### config.mk
export PLATFORM = sky130hd
export DESIGN_NAME = boot_loader
export DESIGN_NICKNAME = d
export VERILOG_FILES = /design/src/rtl/boot_loader.sv
export SDC_FILE = /design/constraint.sdc
export NUM_CORES = 1
export LEC_CHECK = 0
export ABC_AREA = 1
export BUFFER_PORTS_ARGS = -buffer_cell sky130_fd_sc_hd__buf_2
export CORE_ASPECT_RATIO = 0.7
export CORE_MARGIN = 2
export CORE_UTILIZATION = 56
export CTS_CLUSTER_DIAMETER = 40
export DETAILED_ROUTE_END_ITERATION = 7
export PLACE_DENSITY = 0.87
export SYNTH_ARGS = -nofsm -noshare
export SYNTH_HDL_FRONTEND = slang
export SYNTH_SLANG_ARGS = --single-unit
### constraint.sdc
create_clock -name clk -period 2.9 [get_ports clk]
set_input_delay 0.435 -clock clk [delete_from_list [all_inputs] [get_ports clk]]
set_output_delay 0.435 -clock clk [all_outputs]
set_load 0.01 [all_outputs]
### src/rtl/boot_loader.sv
// Boot loader: zeroes the instruction memory, streams a program into it,
// then releases the core for a fixed budget of clock-enabled cycles.
module boot_loader #(
  parameter int DEPTH = 1024,
  parameter int AW    = $clog2(DEPTH),
  parameter int CW    = 16
) (
  input  logic          clk,
  input  logic          reset,
  input  logic          start,
  input  logic [CW-1:0] run_cycles,
  input  logic          s_valid,
  output logic          s_ready,
  input  logic [31:0]   s_data,
  input  logic          s_last,
  output logic          mem_we,
  output logic [AW-1:0] mem_addr,
  output logic [31:0]   mem_wdata,
  output logic          core_reset,
  output logic          core_run,
  output logic [AW:0]   words_loaded,
  output logic [CW-1:0] cycle_count,
  output logic          busy,
  output logic          done,
  output logic          error
);

  typedef enum logic [2:0] {
    IDLE  = 3'd0,
    CLEAR = 3'd1,
    LOAD  = 3'd2,
    RUN   = 3'd3,
    DONE  = 3'd4
  } state_t;

  localparam logic [AW-1:0] LAST_ADDR = AW'(DEPTH - 1);
  localparam logic [AW:0]   LAST_WORD = (AW + 1)'(DEPTH - 1);

  state_t        state;
  logic [AW-1:0] clr_addr;
  logic [CW-1:0] run_target;
  logic          err_q;

  // Sequencer: state, clear pointer, latched budget and the status counters.
  // NOTE: every register here uses <= so all updates see pre-edge values;
  // a blocking = would let later statements observe half-updated state.
  always_ff @(posedge clk or negedge reset) begin
    if (!reset) begin
      state        <= IDLE;
      clr_addr     <= '0;
      run_target   <= '0;
      words_loaded <= '0;
      cycle_count  <= '0;
      err_q        <= 1'b0;
    end else begin
      case (state)
        IDLE, DONE: begin
          if (start) begin
            state        <= CLEAR;
            clr_addr     <= '0;
            run_target   <= run_cycles;
            words_loaded <= '0;
            cycle_count  <= '0;
            err_q        <= 1'b0;
          end
        end
        CLEAR: begin
          // DEPTH is a power of two, so the pointer wraps back to 0 on exit.
          clr_addr <= clr_addr + AW'(1);
          if (clr_addr == LAST_ADDR) state <= LOAD;
        end
        LOAD: begin
          if (s_valid) begin
            words_loaded <= words_loaded + (AW + 1)'(1);
            if (s_last) begin
              state <= RUN;
            end else if (words_loaded == LAST_WORD) begin
              // Memory is full but the stream has not ended: refuse to run.
              err_q <= 1'b1;
              state <= DONE;
            end
          end
        end
        RUN: begin
          if (run_target == '0) begin
            state <= DONE;
          end else begin
            cycle_count <= cycle_count + CW'(1);
            if (cycle_count == run_target - CW'(1)) state <= DONE;
          end
        end
        default: state <= IDLE;
      endcase
    end
  end

  // Output decode from the state register; memory writes in LOAD follow s_valid
  // in the same cycle so a word is stored on the beat it is accepted.
  // NOTE: every output gets a default first, so no path leaves one unassigned
  // and no latch is inferred.
  always_comb begin
    s_ready    = 1'b0;
    mem_we     = 1'b0;
    mem_addr   = '0;
    mem_wdata  = '0;
    core_reset = 1'b0;
    core_run   = 1'b0;
    busy       = 1'b0;
    done       = 1'b0;
    error      = err_q;
    case (state)
      CLEAR: begin
        busy     = 1'b1;
        mem_we   = 1'b1;
        mem_addr = clr_addr;
      end
      LOAD: begin
        busy     = 1'b1;
        s_ready  = 1'b1;
        mem_we   = s_valid;
        mem_addr = words_loaded[AW-1:0];
        if (s_valid) mem_wdata = s_data;
      end
      RUN: begin
        busy       = 1'b1;
        core_reset = 1'b1;
        core_run   = (run_target != '0);
      end
      DONE: begin
        core_reset = 1'b1;
        done       = 1'b1;
      end
      default: ;
    endcase
  end

endmodule

==> run metrics <==
status=finished, final reports clean; post-synthesis sequential element count=57; postcts setup bufs=0; Root Driver=clkbuf_8; Cell Area, Placed=0.00467 sq mm; worst-margin pin slew=672 ps; VDD IR-drop max=0.000201 V; worst path cell trace=inv_2 > nor2_4 > nand2_4 > inv_1 > nand2_1 > o21ai_0 > buf_2; sequential cell area fraction in the yosys report=36.0%; FF-to-FF setup slack=810 ps; post-cts resize count=0; syn_nets=651; pre-CTS setup slack=862 ps; leakage=0.00265 uW; H-tree depth=3; Final WS setup=561 ps; Die Wd=105 um; first-pass GRT wire length=18.6 mm; top post-synthesis cells by count=178 x nand2_1, 85 x nor2_1, 70 x inv_1; DR DRC count=0; 1st-iter DRT viols=391; Unique masters post-synth=39; area occupied by multi-input gates=approximately 0.0022 sq mm; Mapped Area=0.00396 sq mm; crit end category=primary output; port bufs=128; initial core utilization=58.4%; fraction of registers with async set/reset=100%; Crit path max-delay family=buffers and inverters; vias per cell=5.34; FF-to-FF Start=run_target[0]; Crit Path Category=flop to primary output; Post-synth EDFFs=0; Pre-antenna DRT Iters=5; main area contributors after synthesis=dfrtp_1 36%, nand2_1 17%, nor2_1 8.1%, inv_1 6.6%, nand3_1 4.4%; largest net degree at the start of global routing=46; TritonCTS Sinks=57; Reg area=roughly 0.0014 sq mm; worst hold path type=primary input to asynchronous set/reset pin; Tot GR Track Use=between 30% and 40%; count leader, synth=nand2_1; Skew-Pair Late Insertion Delay=350 ps; die area=around 0.0078 sq mm; CTS Buf Count=9; RSZ-0062 raised after global routing=false; CP max-delay cell=dfrtp_1; CP startpoint kind=flop; Worst Reg2Reg Path Length in Cells=13; fin crit period=between 2000 and 2500 ps; syn_area_per_cell=6.68 sq um; crit path DAT=approximately 1900 ps; Syn Inst Count=593; Final Slew Violations=0; die height=74.4 um; core area=0.00679 sq mm; Final nets=a little under 800; # IOs=129; Synth area leader=dfrtp_1; Crit path buffers/inverters=3; final WL=11.6 mm; CTS Hold Bufs=0; R2R Path End=state[2]; WHS=119 ps; DP Wirelength=8.69 mm; post-synth top area share=36.0%; final setup TNS=0 ps; Slowest Stage Delay on Critical Path=410 ps; Setup violations, final=0; Max-Cap Viols=0; post-route cell area=0.00490 sq mm; Power Density=405 mW/mm^2; Worst-path clk slew=70 ps; vias in the first global route=4011; share of layout cells above drive strength 1=24.2%; via count=4357; period utilisation layout=80.7%; TritonCTS clock tree=built; area grow syn2layout=23.7%; FILL cells=557; antenna violations before repair=0; Total Power=1990 uW; RePlAce Congestion=0.932; n_diodes=0; DR WL/cell=14.2 um; post-route antenna net violation count=0; Rows=25; Worst Path Required=2470 ps; synth warn=0; Main synth FF type=dfrtp_1; Clock Tree Buf Depth=2; Max transition margin=about 55%; endpoints failing hold=0; Crit Path Max Fanout=45; Clock Skew=slightly below 9 ps; Max Clock Freq=0.428 GHz; grt ovf=0
kinds of logic (layout without fill, tap and decap cells):
kind of cell	Yosys count	in the layout	synth area share [%]
fa+ha+maj	5	5	1.58
xor+xnor	18	18	3.98
buf+inv	94	223	9.44
simple gates	342	342	37.9
compound gates	77	77	11.1
flops	57	57	36.0
sequential cells by signal, indices dropped and copies added, names as in the netlist:
register / count
clr_addr: 10
words_loaded: 11
cycle_count: 16
error: 1
state: 3
run_target: 16
power by group:
group / total [uW] / leakage [uW] / switching [uW] / internal [uW]
sequential: 876 / 0.000683 / 48.7 / 827
clock: 867 / 0.000115 / 339 / 527
combinational: 243 / 0.00185 / 145 / 97.8
worst register-to-register path: stages, from the launching register on:
cell and delay [ps]:
dfrtp_1 400, inv_1 160, ha_1 270, nand2_1 110
inv_1 170, nand3_1 120, nand2_1 110, nand3_1 80
nor2_1 120, nand4_1 90, nand2_1 150, nand2_1 90
nand2_1 70, nand2_1 50
layout by cell type, fill, tap and decap left out, types with 3 or more instances in the layout:
| master | instances |
|---|---|
| nor2_4 | 8 |
| xor2_1 | 12 |
| nand2_1 | 178 |
| nor2_1 | 85 |
| xnor2_1 | 6 |
| o22ai_1 | 9 |
| dfrtp_1 | 57 |
| buf_2 | 128 |
| inv_1 | 70 |
| clkbuf_8 | 11 |
| o31ai_1 | 8 |
| nand4_1 | 8 |
| o21ai_0 | 34 |
| o21ai_1 | 3 |
| a21oi_1 | 15 |
| nand3_2 | 3 |
| nand3_1 | 35 |
| ha_1 | 5 |
| inv_2 | 4 |
| buf_4 | 4 |
| nor3_1 | 11 |
| nor2_2 | 3 |
| nand2_2 | 3 |
through the flow:
step / utilization (%) / instances
after floorplan: - / 593
after detailed placement: 68.9 / 800
after CTS: 72.2 / 816
after global routing: 72.2 / 816
after global placement: 68.9 / 800
final: 72.2 / 816
layer usage:
layer,GRT usage [%],wire length [um],vias to the layer above,share of wire [%]
met2,50.4,5300,246,46
met3,8.59,1020,17,8.8
met5,0,0,-,0
met4,8.71,152,0,1.3
met1,39.6,5090,1963,44
li1,-,-,2131,-
how the worst max path moves through the flow:
stage                  start         endpoint  slack (ps)  cells after the start
floorplan           state[2]      mem_addr[0]        1160                      4
global placement     s_valid  words_loaded[8]         970                     10
detailed placement   s_valid  words_loaded[9]         860                     11
CTS                 state[1]      mem_addr[0]         580                      7
global route        state[1]      mem_addr[0]         450                      7
finish              state[1]      mem_addr[3]         560                      7
layout make-up:
class	instances	area share, %
timing repair buffer	133	14.1
multi-input combinational	442	44.1
tap	94	2.40
clock inverter	5	1.58
clock buffer	11	3.09
inverter	74	5.66
sequential	57	29.1
No activity file was read; power rests on OpenSTA's default activity.
